==> src/rtl/adma_dm_pkg.sv <==
// Shared definitions for the ADMA data-mover transaction generators:
// AXI burst encodings, the 4KB page size, FSM states and width helpers.
package adma_dm_pkg;

  typedef enum logic [1:0] {
    BURST_FIXED = 2'b00,
    BURST_INCR  = 2'b01,
    BURST_WRAP  = 2'b10
  } axi_burst_e;

  localparam int BOUNDARY_4K = 4096;

  localparam logic [0:0] IDLE  = 1'b0;
  localparam logic [0:0] SPLIT = 1'b1;

  // Width needed to count every beat left in one 4KB page, including a full page.
  function automatic int cnt_width(input int beat_bytes);
    return $clog2(BOUNDARY_4K / beat_bytes) + 1;
  endfunction

  function automatic int chn_width(input int chn_num);
    return (chn_num > 1) ? $clog2(chn_num) : 1;
  endfunction

endpackage

==> src/rtl/adma_dm_burst_calc.sv <==
// Sizes the next AXI INCR burst from the current address and remaining beats,
// and produces the address that follows it. Shared by read and write generators.
module adma_dm_burst_calc
  import adma_dm_pkg::*;
#(
  parameter int SRC_ADDR_W  = 32,
  parameter int REQ_LEN_W   = 16,
  parameter int ATX_MAX_LEN = 256,
  parameter int BEAT_BYTES  = 32,
  parameter int CNT_W       = cnt_width(BEAT_BYTES)
) (
  input  logic [SRC_ADDR_W-1:0] cur_addr,
  input  logic [REQ_LEN_W-1:0]  rem,
  output logic [CNT_W-1:0]      beats,
  output logic                  last,
  output logic [SRC_ADDR_W-1:0] next_addr
);

  localparam int BB_LOG = $clog2(BEAT_BYTES);
  localparam int WW     = (REQ_LEN_W > 32) ? REQ_LEN_W : 32;

  logic [12:0]      span;
  logic [CNT_W-1:0] to4k;
  logic [WW-1:0]    rem_w;
  logic [WW-1:0]    max_w;
  logic [WW-1:0]    to4k_w;
  logic [WW-1:0]    min_a;
  logic [WW-1:0]    min_b;

  // The address is beat aligned, so the bytes left in the page divide exactly.
  always_comb begin
    span   = 13'(BOUNDARY_4K) - {1'b0, cur_addr[11:0]};
    to4k   = CNT_W'(span >> BB_LOG);
    rem_w  = WW'(rem);
    max_w  = WW'(ATX_MAX_LEN);
    to4k_w = WW'(to4k);
    min_a  = (rem_w < max_w) ? rem_w : max_w;
    min_b  = (min_a < to4k_w) ? min_a : to4k_w;
    beats  = CNT_W'(min_b);
    last   = (rem_w == min_b);
    next_addr = cur_addr + (SRC_ADDR_W'(beats) << BB_LOG);
  end

endmodule

==> src/rtl/adma_dm_rd_atx_gen.sv <==
// Read transaction generator: takes one read request at a time and issues it to
// the read host as AXI INCR bursts bounded by the max burst length and 4KB pages.
module adma_dm_rd_atx_gen
  import adma_dm_pkg::*;
#(
  parameter int DMA_CHN_NUM    = 4,
  parameter int SRC_ADDR_W     = 32,
  parameter int MST_ID_W       = 5,
  parameter int ATX_LEN_W      = 8,
  parameter int ATX_SRC_DATA_W = 256,
  parameter int ATX_MAX_LEN    = 256,
  parameter int REQ_LEN_W      = 16,
  parameter int DMA_CHN_NUM_W  = chn_width(DMA_CHN_NUM)
) (
  input  logic                     clk,
  input  logic                     rst,
  input  logic [DMA_CHN_NUM_W-1:0] req_chn_id,
  input  logic [SRC_ADDR_W-1:0]    req_addr,
  input  logic [REQ_LEN_W-1:0]     req_beats,
  input  logic                     req_vld,
  output logic                     req_rdy,
  output logic                     req_done,
  output logic [DMA_CHN_NUM_W-1:0] req_done_chn,
  output logic [DMA_CHN_NUM_W-1:0] atx_chn_id,
  output logic [MST_ID_W-1:0]      atx_arid,
  output logic [SRC_ADDR_W-1:0]    atx_araddr,
  output logic [ATX_LEN_W-1:0]     atx_arlen,
  output logic [1:0]               atx_arburst,
  output logic                     atx_last,
  output logic                     atx_vld,
  input  logic                     atx_rdy
);

  localparam int BEAT_BYTES = ATX_SRC_DATA_W / 8;
  localparam int BB_LOG     = $clog2(BEAT_BYTES);
  localparam int CNT_W      = cnt_width(BEAT_BYTES);
  localparam logic [SRC_ADDR_W-1:0] ALIGN_MASK = ~SRC_ADDR_W'((1 << BB_LOG) - 1);

  logic [0:0]               state;
  logic                     rdy_q;
  logic                     done_q;
  logic [DMA_CHN_NUM_W-1:0] done_chn_q;
  logic [DMA_CHN_NUM_W-1:0] chn;
  logic [SRC_ADDR_W-1:0]    cur_addr;
  logic [REQ_LEN_W-1:0]     rem;

  logic [CNT_W-1:0]         beats;
  logic                     last;
  logic [SRC_ADDR_W-1:0]    next_addr;

  adma_dm_burst_calc #(
    .SRC_ADDR_W  (SRC_ADDR_W),
    .REQ_LEN_W   (REQ_LEN_W),
    .ATX_MAX_LEN (ATX_MAX_LEN),
    .BEAT_BYTES  (BEAT_BYTES),
    .CNT_W       (CNT_W)
  ) u_burst_calc (
    .cur_addr  (cur_addr),
    .rem       (rem),
    .beats     (beats),
    .last      (last),
    .next_addr (next_addr)
  );

  // req_rdy is registered, so it comes up one cycle after reset is released
  // and one cycle after the final burst handshake, never overlapping a request.
  always_ff @(posedge clk) begin
    if (rst) begin
      state      <= IDLE;
      rdy_q      <= 1'b0;
      done_q     <= 1'b0;
      done_chn_q <= '0;
      chn        <= '0;
      cur_addr   <= '0;
      rem        <= '0;
    end else begin
      done_q <= 1'b0;
      if (state == IDLE) begin
        rdy_q <= 1'b1;
        if (req_vld && rdy_q) begin
          chn      <= req_chn_id;
          cur_addr <= req_addr & ALIGN_MASK;
          rem      <= req_beats;
          if (req_beats == '0) begin
            done_q     <= 1'b1;
            done_chn_q <= req_chn_id;
          end else begin
            state <= SPLIT;
            rdy_q <= 1'b0;
          end
        end
      end else if (atx_rdy) begin
        cur_addr <= next_addr;
        rem      <= rem - REQ_LEN_W'(beats);
        if (last) begin
          done_q     <= 1'b1;
          done_chn_q <= chn;
          state      <= IDLE;
          rdy_q      <= 1'b1;
        end
      end
    end
  end

  // Burst fields derive from registered state, so they hold while stalled.
  always_comb begin
    atx_vld      = (state == SPLIT);
    atx_araddr   = atx_vld ? cur_addr : '0;
    atx_arlen    = atx_vld ? ATX_LEN_W'(beats - CNT_W'(1)) : '0;
    atx_last     = atx_vld & last;
    atx_chn_id   = chn;
    atx_arid     = MST_ID_W'(chn);
    atx_arburst  = BURST_INCR;
    req_rdy      = rdy_q;
    req_done     = done_q;
    req_done_chn = done_chn_q;
  end

endmodule

==> config.mk <==
export PLATFORM = sky130hd
export DESIGN_NAME = adma_dm_rd_atx_gen
export DESIGN_NICKNAME = d
export VERILOG_FILES = /design/src/rtl/adma_dm_pkg.sv /design/src/rtl/adma_dm_burst_calc.sv /design/src/rtl/adma_dm_rd_atx_gen.sv
export SDC_FILE = /design/constraint.sdc
export NUM_CORES = 1
export LEC_CHECK = 0
export ABC_AREA = 0
export BUFFER_PORTS_ARGS = -buffer_cell sky130_fd_sc_hd__buf_2
export CORE_ASPECT_RATIO = 0.75
export CORE_MARGIN = 3
export CORE_UTILIZATION = 55
export DETAILED_ROUTE_END_ITERATION = 8
export GPL_TIMING_DRIVEN = 0
export PLACE_DENSITY = 0.86
export SYNTH_ARGS = -nofsm -noshare
export SYNTH_HDL_FRONTEND = slang
export SYNTH_SLANG_ARGS = --single-unit
export TNS_END_PERCENT = 10
==> constraint.sdc <==
create_clock -name clk -period 15.8 [get_ports clk]
set_input_delay 3.95 -clock clk [delete_from_list [all_inputs] [get_ports clk]]
set_output_delay 3.95 -clock clk [all_outputs]
set_load 0.02 [all_outputs]
# Word-level counts from Yosys, hierarchy flattened
# Index checks and enable logic that the tools add are counted.
# op_classes
add_sub_neg,4
n_mul,0
div,0
n_lt_le_gt_ge,2
eq_ne,3
shift,0
n_mux,29
bitwise_logic,2
n_reduce_logical,8
# op_table
op,count
$mux W32,5
$mux W16,4
$add A32 B13 Y32,1
$eq A16 B32 Y1,1
$lt A32 B8 Y1,1
$logic_not A16 Y1,1
$lt A16 B9 Y1 const B,1
$sub A16 B8 Y16,1
$mux W1,14
$sub A13 B12 Y13 const A,1
$mux W2,5
$mux W8,1
$sub A8 B1 Y8 const B,1
$reduce_and A2 Y1,3
$reduce_and A4 Y1,1
$reduce_bool A2 Y1,2
$ne A2 B1 Y1 const B,1
$ne A2 B2 Y1 const B,1
$and A1 B1 Y1,1
$logic_and A1 B1 Y1,1
$not A1 Y1,1
# totals
regBits,55
latch_bits,0
ram_bits,0
mem_bits_ro,0
inputBits,54
word_cells,55
n_memories,0

# Logic depth before layout (Yosys ltp)
# Gate-level depths: netlist (run 1).
# depth
word_depth,8
mapped_depth,26
depth_no_buf,23

# Modules after synthesis
# Synthesis (run 1) repeated with hierarchy kept, for this count alone.
# unflattened
hier_cells,601
area_unflattened_um2,4708.3
# modules_own_cells
module,n_inst,cells_each,area_per_inst_um2,seq_area_each_um2
adma_dm_rd_atx_gen,1,407,3348.2,1101.1
adma_dm_burst_calc,1,194,1360.1,0.0

# Least setup slack after synthesis (run 1)
# Ideal clock, no wire load.
# synth_timing
path_type,register -> output
start,register cur_addr[5]
end,output atx_last
arrival_ns,3.849
required_ns,11.850
path_slack_ns,8.001
path_stages_with_launch,18
path_cell_list,dfxtp_1 > inv_1 > ha_1 > nor3b_1 > nor3b_1 > xnor2_1 > inv_2 > ha_1 > nand2_1 > o21ai_0 > or2_1 > nor2_2 > buf_2 > clkbuf_1 > o21ai_0 > ha_1 > nand4b_4 > nor2_1
# synth_between
elab_chain_len,5
# synth_rtl
item,line_no,text
start: declaration,adma_dm_rd_atx_gen.sv:44,logic [SRC_ADDR_W-1:0] cur_addr;
start signal: assignment,adma_dm_rd_atx_gen.sv:82,cur_addr <= req_addr & ALIGN_MASK;
start signal: assignment,adma_dm_rd_atx_gen.sv:93,cur_addr <= next_addr;
$sub A13 B12 Y13 (*),adma_dm_burst_calc.sv:32,"span = 13'(BOUNDARY_4K) - {1'b0, cur_addr[11:0]};"
$lt A32 B8 Y1,adma_dm_burst_calc.sv:38,min_b = (min_a < to4k_w) ? min_a : to4k_w;
$mux W32 (*),adma_dm_burst_calc.sv:38,
$eq A16 B32 Y1 (*),adma_dm_burst_calc.sv:40,last = (rem_w == min_b);
$and A1 B1 Y1 (*),adma_dm_rd_atx_gen.sv:110,atx_last = atx_vld & last;
end: declaration,adma_dm_rd_atx_gen.sv:29,"output logic atx_last,"
# Every way passes the cells marked *; elsewhere a longest branch is shown, timed or not.

# Worst setup path after layout (run 1)
# Same ends and word-level chain as after synthesis.

==> reports/metrics.cfg, run 1 <==
[sta]
tns_ps = 0
drv_slew = 0
finalCritPeriodShare = 0.587
finalSetupViolations = 0
min_period_ps = 9270
hold_violations = 0
worst_slew_pin_slew_ps = 857
rsz0062_at_grt = false
fmax_mhz = 108
whs_ps = 498
fin_ws_ps = 6530
skew_ps = 8.10
timing.slew.headroom = 0.429

[drt]
drc = 0
wl_per_cell_um = 20.5
met3_length_um = 2410
dr.first_iter.drc_count = 656
vias = 5504
routed.top_layer = met4
wl_met2_um = 7420
dr.pass1.iters = 6
drt-total-wl_um = 17300
postRouteAntennaNets = 0
wl_met1_um = 7090
viasPerCell = 6.51

[clock_tree]
cts_hold_buf = 0
clk_pin_slew_ps = 70
cts_buffers = 5
cts.repair.resized = 0
clock_path_buffers = 2
cts_tree = built
htree_levels = 2
clock_latency_ps = 300
post_cts_buffers = 0
ctsRootBufferMaster = clkbuf_16
cts_sinks = 50

[synthesis]
postSynthCellCount = 631
avgSynthCellArea_um2 = 7.48
synth-seq-cells = 50
yosysWarnings = 0
synthArstFlopShare = 0
yosysSeqAreaShare = 0.212
synth_edf_count = 0
yosysUniqueCellTypes = 88
synth_area_mm2 = 0.00472
synth_top_flop_cell = dfxtp_1

[setup_path]
r2r_cells = 24
rrSetupSlack_ps = 8930
timing.critical_path.arrival_ps = 5320
startpoint_type = flop
crit_top_cell = ha_1
slowest_stage = xnor2_1
setup.worst_path.class = reg2out
crit_chain = inv_1, ha_1, nor3b_1, nor3b_1, xnor2_1, inv_2, ha_1, nand2_1, o21ai_0, or2_1, nor2_2, buf_2, clkbuf_1, o21ai_0, ha_1, nand4b_4, nor2_1, buf_2
end_kind = primary output
critical_path_peak_fanout = 10
slowest_delay_ps = 660
cp_data_required_time_ps = 11850

[finish]
area_delta_synth_final_pct = 16.7
n_antenna_cell = 0
instances_no_fill = 845
drive_gt1_frac = 0.211
final_nets = 813

[floorplan]
initial_utilization = 0.583
core_area_mm2 = 0.00809
die_w_um = 113
die_h_um = 86.2
rows = 28
io_pins = 109
dieArea_mm2 = 0.00974

[placed_design]
numPortBuffers = 93
gp_congestion = 0.983
dp_hpwl_um = 13000
pre_cts_ws_ps = 7070
dp_cells = 837

[global_routing]
grtUsageTotal = 0.344
grt_pass1_wl_um = 26700
grt_max_degree = 16
grt_pass1_vias = 5223
overflow = 0
antenna_found_initial = 0

[power]
power_per_cell_area_mw_per_mm2 = 132
p_leak_nw = 2.37
max-vdd-ir-drop_mv = 0.0605

[hold_path]
hold_path_class = reg2reg
whs_path_depth = 2

[status]
status = complete, no violations

[flow_run]
max_cap_viol_count = 0

==> kinds of logic after synthesis <==
kind of cell | Yosys count | synth area share
simple gates | 273 | 0.303
compound gates | 178 | 0.271
buf+inv | 64 | 0.0637
flops | 50 | 0.212
fa+ha+maj | 25 | 0.0660
xor+xnor | 22 | 0.0464
mux | 17 | 0.0366
other cells | 2 | 0.00159
==> cells in the mapped netlist (all sizes together) (3+ instances only) <==
master    n  area, µm²
and4      3       26.3
o21ai    39        210
a2111oi   4       48.8
and3     18        113
or4       3       26.3
nand2    66        248
a311oi    6       58.8
nor4     13        103
inv      15       56.3
a31oi    13       81.3
nor2b     3       18.8
a221oi    3       38.8
nor3     16       85.1
o21bai    6       56.3
a211oi   21        178
nor2     74        304
a21o      6       45.0
nand3    11       55.1
mux2i    15        150
a21boi    3       33.8
dfxtp    50       1000
and2     30        188
o211ai    5       37.5
a21oi    44        235
maj3      5       53.8
ha       19        238
o21a      5       38.8
or2       4       25.0
o22ai     3       25.0
nand4    10       62.6
a311o     3       30.0
clkbuf   27        103
nand2b    9       56.3
buf      22        141
a41oi     3       26.3
o311a     4       40.0
xnor2    18        184
xor2      4       35.0
==> cell type report <==
| cell class | count | area, µm² |
|---|---|---|
| inverters | 15 | 56.3 |
| clock inverters | 1 | 8.76 |
| clock buffers | 7 | 153 |
| plain buffers | 49 | 244 |
| flip-flops and latches | 50 | 1000 |
| fillers | 683 | 2590 |
| multi-input cells | 525 | 3450 |
| repair buffers | 93 | 465 |
| well taps | 105 | 131 |
==> placed cells by master, fill, tap and decap left out, types with 5 or more instances in the layout <==
master	synthesis	routed
conb_1	2	10
and2_1	30	30
a311oi_1	5	5
dfxtp_1	50	50
nand3_1	11	11
ha_1	19	19
xnor2_1	16	16
nor2_1	69	69
mux2i_1	15	15
o21bai_1	5	5
a21o_1	6	6
and3_1	18	18
nand4_1	10	10
a21oi_1	40	40
inv_1	14	14
buf_2	2	95
buf_4	13	13
nand2_1	66	66
a31oi_1	13	13
buf_1	6	6
o21ai_0	33	33
a211oi_1	17	17
clkbuf_1	26	26
nand2b_1	9	9
nor4_1	11	11
o211ai_1	5	5
nor3_1	15	15
clkbuf_16	0	5
==> report_power, final <==
part           switching [mW]  internal (mW)
registers              0.0179          0.139
clock network          0.0527         0.0679
logic                   0.285          0.162
total                   0.356          0.369
==> through the flow <==
| step | total power, mW | area [µm²] | util |
|---|---|---|---|
| 6_report | 0.724 | 5510 | 0.680 |
| 5_1_grt | 0.762 | 5510 | 0.680 |
| 4_1_cts | 0.708 | 5510 | 0.680 |
| 3_5_place_dp | 0.588 | 5340 | 0.660 |
| 3_3_place_gp | 0.576 | 5340 | 0.660 |
| 2_1_floorplan | 0.479 | 4750 | - |
==> registers in the layout, indices dropped and copies added, names as in the netlist <==
signal	flops
atx_vld	1
req_done	1
req_done_chn	2
req_rdy	1
rem	16
atx_chn_id	2
cur_addr	27
==> path summary, 6_finish.rpt <==
| path | startpoint | end |
|---|---|---|
| worst max-delay path | cur_addr[5] | atx_last |
| worst min-delay path | atx_chn_id[0] | atx_chn_id[0] |
| worst max register to register | cur_addr[5] | cur_addr[17] |
| worst min register to register | atx_chn_id[0] | atx_chn_id[0] |
==> critical path, delay by kind of cell (launching register included) <==
family | cells | cell delay (ps)
AND/OR/NAND/NOR | 7 | 1240
adder cells (fa/ha/maj) | 3 | 1000
flip-flops | 1 | 490
buffers and inverters | 5 | 1150
XOR/XNOR | 1 | 660
AO/OA/AOI/OAI | 2 | 460
==> routing by layer <==
| layer | vias to the layer above | global-route usage |
|---|---|---|
| met4 | 0 | 0.124 |
| met2 | 415 | 0.505 |
| li1 | 2499 | - |
| met1 | 2541 | 0.481 |
| met5 | - | 0 |
| met3 | 49 | 0.0970 |
Power figures use the tool's default switching activity.
==> inputs of run 2 (changes only) <==
--- a/config.mk
+++ b/config.mk
@@ -5,7 +5,7 @@
 export SDC_FILE = /design/constraint.sdc
 export NUM_CORES = 1
 export LEC_CHECK = 0
-export ABC_AREA = 0
+export ABC_AREA = 1
 export BUFFER_PORTS_ARGS = -buffer_cell sky130_fd_sc_hd__buf_2
 export CORE_ASPECT_RATIO = 0.75
 export CORE_MARGIN = 3
==> constraint.sdc (replaced) <==
create_clock -name clk -period 8.57 [get_ports clk]
set_input_delay 2.1425 -clock clk [delete_from_list [all_inputs] [get_ports clk]]
set_output_delay 2.1425 -clock clk [all_outputs]
set_load 0.02 [all_outputs]
==> run 2 against run 1 <==
Clock skew decreased by 0.95 ps. Hold slack lost 6.9 ps. Design area is 0.25% lower. Synthesized cell count is 26% higher. Largest cell class unchanged. Register-to-register slack lost 5000 ps. Area after synthesis grew 0.16%. First-iteration DRC count rose by 8.2%. Sequential power grew 85%. Die area rose by 0.15%. Count of clock-buffer cells in the layout shrank 2. Non-clock buffer count decreased by 11. Setup slack worse by 4500 ps.
==> reports/metrics.cfg, run 2 <==
[setup_path]
end_kind = primary output  ; unchanged
rrSetupSlack_ps = 3940  ; was 8930 ps
startpoint_type = flop  ; unchanged
setup.worst_path.class = reg2out  ; unchanged
crit_top_cell = inv_1  ; was ha_1
r2r_end = cur_addr[27]  ; was cur_addr[17]
critical_path_peak_fanout = 10  ; unchanged
cp_data_required_time_ps = 6430  ; was 11850 ps
slowest_stage = dfxtp_1  ; was xnor2_1
slowest_delay_ps = 390  ; was 660 ps
timing.critical_path.arrival_ps = 4380  ; was 5320 ps
reg2reg_from = cur_addr[5]  ; unchanged
r2r_cells = 27  ; was 24
crit_chain = inv_1, ha_1, nand4_1, xor2_1, inv_1, ha_1, nand2_1, nor2_1, nor2_8, nand2_4, buf_6, inv_1, o21ai_0, inv_1, ha_1, nand3_2, nor3_4, nand2_1, nor2_1, buf_2  ; was inv_1, ha_1, nor3b_1, nor3b_1, xnor2_1, inv_2, ha_1, nand2_1, o21ai_0, or2_1, nor2_2, buf_2, clkbuf_1, o21ai_0, ha_1, nand4b_4, nor2_1, buf_2

[finish]
top_regs = cur_addr x27, rem x16  ; unchanged
multi_input_area_mm2 = 0.00312  ; was 0.00345 mm²
regMostFlops = cur_addr  ; unchanged
fin_util = 0.676  ; was 0.680
final_common_cell = nand2_1  ; was buf_2
largest_register_ffs = 27  ; unchanged
final_nets = 979  ; was 813
fillers = 784  ; was 683
instances_no_fill = 1010  ; was 845
ff_latch_area_mm2 = 0.00100  ; unchanged
most-common-layout-cells = nand2_1 (199), inv_1 (110), buf_2 (93), nor2_1 (82), nand3_1 (61)  ; was buf_2 (95), nor2_1 (69), nand2_1 (66), dfxtp_1 (50), a21oi_1 (40)
n_antenna_cell = 0  ; unchanged
drive_gt1_frac = 0.181  ; was 0.211
area_delta_synth_final_pct = 16.2  ; was 16.7%
final_area_mm2 = 0.00549  ; was 0.00551 mm²

[global_routing]
grt_max_degree = 16  ; unchanged
grt_pass1_wl_um = 24500  ; was 26700 µm
overflow = 0  ; unchanged
grt_pass1_vias = 5105  ; was 5223
met3_usage = 0.0684  ; was 0.0970
antenna_found_initial = 0  ; unchanged
grt-busiest-layer = met2  ; unchanged
use_met1 = 0.445  ; was 0.481
use_met2 = 0.473  ; was 0.505
grtUsageTotal = 0.309  ; was 0.344

[power]
power_frac_clock = 0.168  ; was 0.167
p_int_mw = 0.592  ; was 0.369 mW
p_leak_nw = 2.92  ; was 2.37 nW
combPwrFrac = 0.586  ; was 0.617
max-vdd-ir-drop_mv = 0.115  ; was 0.0605 mV
switching_power_mw = 0.590  ; was 0.356 mW
sequentialPowerShare = 0.245  ; was 0.217
power_per_cell_area_mw_per_mm2 = 215  ; was 132 mW/mm²
switching_share = 0.499  ; was 0.491
finalPower_mw = 1.18  ; was 0.724 mW

[clock_tree]
cts.repair.resized = 0  ; unchanged
htree_levels = 2  ; unchanged
post_cts_buffers = 0  ; unchanged
clock_latency_ps = 290  ; was 300 ps
cts_hold_buf = 0  ; unchanged
ctsRootBufferMaster = clkbuf_16  ; unchanged
clk_pin_slew_ps = 70  ; about the same
clock_path_buffers = 2  ; unchanged
cts_buffers = 5  ; unchanged
cts_sinks = 50  ; unchanged
cts_tree = built  ; unchanged

[synthesis]
yosysUniqueCellTypes = 46  ; was 88
synth_area_mm2 = 0.00472  ; about the same
yosysMostFrequentCell = nand2_1  ; was nor2_1
synthArstFlopShare = 0  ; unchanged
synth_largest_area_cell = dfxtp_1  ; unchanged
synth-seq-cells = 50  ; unchanged
synth_edf_count = 0  ; unchanged
ys_top_cells_by_count = nand2_1 (199), inv_1 (110), nor2_1 (82), nand3_1 (61), dfxtp_1 (50)  ; was nor2_1 (69), nand2_1 (66), dfxtp_1 (50), a21oi_1 (40), o21ai_0 (33)
ys_top_cells_by_area = dfxtp_1 (21%), nand2_1 (16%), inv_1 (8.7%)  ; was dfxtp_1 (21%), nor2_1 (5.5%), nand2_1 (5.3%)
postSynthCellCount = 797  ; was 631
yosysWarnings = 0  ; unchanged
synth_top_cell_area_share = 0.212  ; about the same
synth_top_flop_cell = dfxtp_1  ; unchanged
yosysSeqAreaShare = 0.212  ; about the same
avgSynthCellArea_um2 = 5.93  ; was 7.48 µm²

[floorplan]
rows = 28  ; unchanged
dieArea_mm2 = 0.00975  ; was 0.00974 mm²
core_area_mm2 = 0.00813  ; was 0.00809 mm²
die_h_um = 86.3  ; was 86.2 µm
die_w_um = 113  ; about the same
io_pins = 109  ; unchanged
initial_utilization = 0.581  ; was 0.583

[placed_design]
numPortBuffers = 93  ; unchanged
dp_hpwl_um = 12000  ; was 13000 µm
dp_cells = 1003  ; was 837
place_area_mm2 = 0.00535  ; was 0.00534 mm²
gp_congestion = 1.00  ; was 0.983
pre_cts_ws_ps = 2470  ; was 7070 ps

[hold_path]
whs_path_depth = 2  ; unchanged
min_from = req_done_chn[1]  ; was atx_chn_id[0]
holdPathEnd = req_done_chn[1]  ; was atx_chn_id[0]
hold_path_class = reg2reg  ; unchanged

[sta]
hold_violations = 0  ; unchanged
tns_ps = 0  ; unchanged
skew_ps = 7.14  ; was 8.10 ps
finalCritPeriodShare = 0.761
finalSetupViolations = 0  ; unchanged
fmax_mhz = 153
drv_slew = 0  ; unchanged
min_period_ps = 6520
timing.slew.headroom = 0.526  ; was 0.429
fin_ws_ps = 2050  ; was 6530 ps
rsz0062_at_grt = false  ; unchanged
whs_ps = 491  ; was 498 ps
worst_slew_pin_slew_ps = 705  ; was 857 ps

[drt]
vias = 5738  ; was 5504
viasPerCell = 5.68  ; was 6.51
drc = 0  ; unchanged
postRouteAntennaNets = 0  ; unchanged
dr.first_iter.drc_count = 710  ; was 656
dr.pass1.iters = 5  ; was 6
wl_per_cell_um = 15.4  ; was 20.5 µm
drt-total-wl_um = 15600  ; was 17300 µm

[status]
status = complete, no violations  ; unchanged

[flow_run]
max_cap_viol_count = 0  ; unchanged

[run 2: critical path, delay by kind of cell, from the launching register on]
kind,cells,cell delay [ps]
flip-flops,1,390
adder cells (fa/ha/maj),3,900
XOR/XNOR,1,310
AO/OA/AOI/OAI,1,300
buffers and inverters,6,850
AND/OR/NAND/NOR,9,1350
[run 2: layout make-up]
| class | instances | share of cell area |
|---|---|---|
| multi-input cells | 599 | 0.567 |
| repair buffers | 93 | 0.0848 |
| clock inverters | 2 | 0.00273 |
| flip-flops and latches | 50 | 0.182 |
| plain buffers | 38 | 0.0355 |
| well taps | 105 | 0.0239 |
| clock buffers | 5 | 0.0228 |
| inverters | 118 | 0.0807 |
[run 2: worst max-delay path by stage]
| stage | from | end | slack (ps) | depth (start not counted) |
|---|---|---|---|---|
| 5_1_grt | cur_addr[6] | atx_last | 1790 | 20 |
| 6_report | cur_addr[5] | atx_last | 2050 | 20 |
| 3_3_place_gp | cur_addr[5] | atx_last | 2500 | 20 |
| 2_1_floorplan | cur_addr[6] | atx_last | 3100 | 19 |
| 3_5_place_dp | cur_addr[5] | atx_last | 2470 | 20 |
| 4_1_cts | cur_addr[6] | atx_last | 2130 | 20 |
[run 2: cell families (layout without fill, tap and decap cells)]
family,after synthesis,after routing,share of synthesized area
AOI/OAI and AO/OA,135,135,0.161
and+or+nand+nor,421,421,0.412
DFF,50,50,0.212
adders and majority gates,20,20,0.0546
xor gates and xnor gates,13,13,0.0241
buffers and inverters,156,256,0.135
other,2,10,0.00159
[run 2: per-layer routing]
layer / wire (µm) / part of all wire
met5: 0 / 0
met4: 221 / 0.014
met3: 1910 / 0.12
met2: 6570 / 0.42
met1: 6850 / 0.44
[run 2: power groups by stage]
stage	Combinational [mW]	Clock [mW]	Sequential (mW)
after floorplan	0.516	0	0.289
after global placement	0.660	0	0.293
after detailed placement	0.670	0	0.293
after CTS	0.675	0.197	0.289
after global routing	0.765	0.205	0.293
final	0.693	0.199	0.290
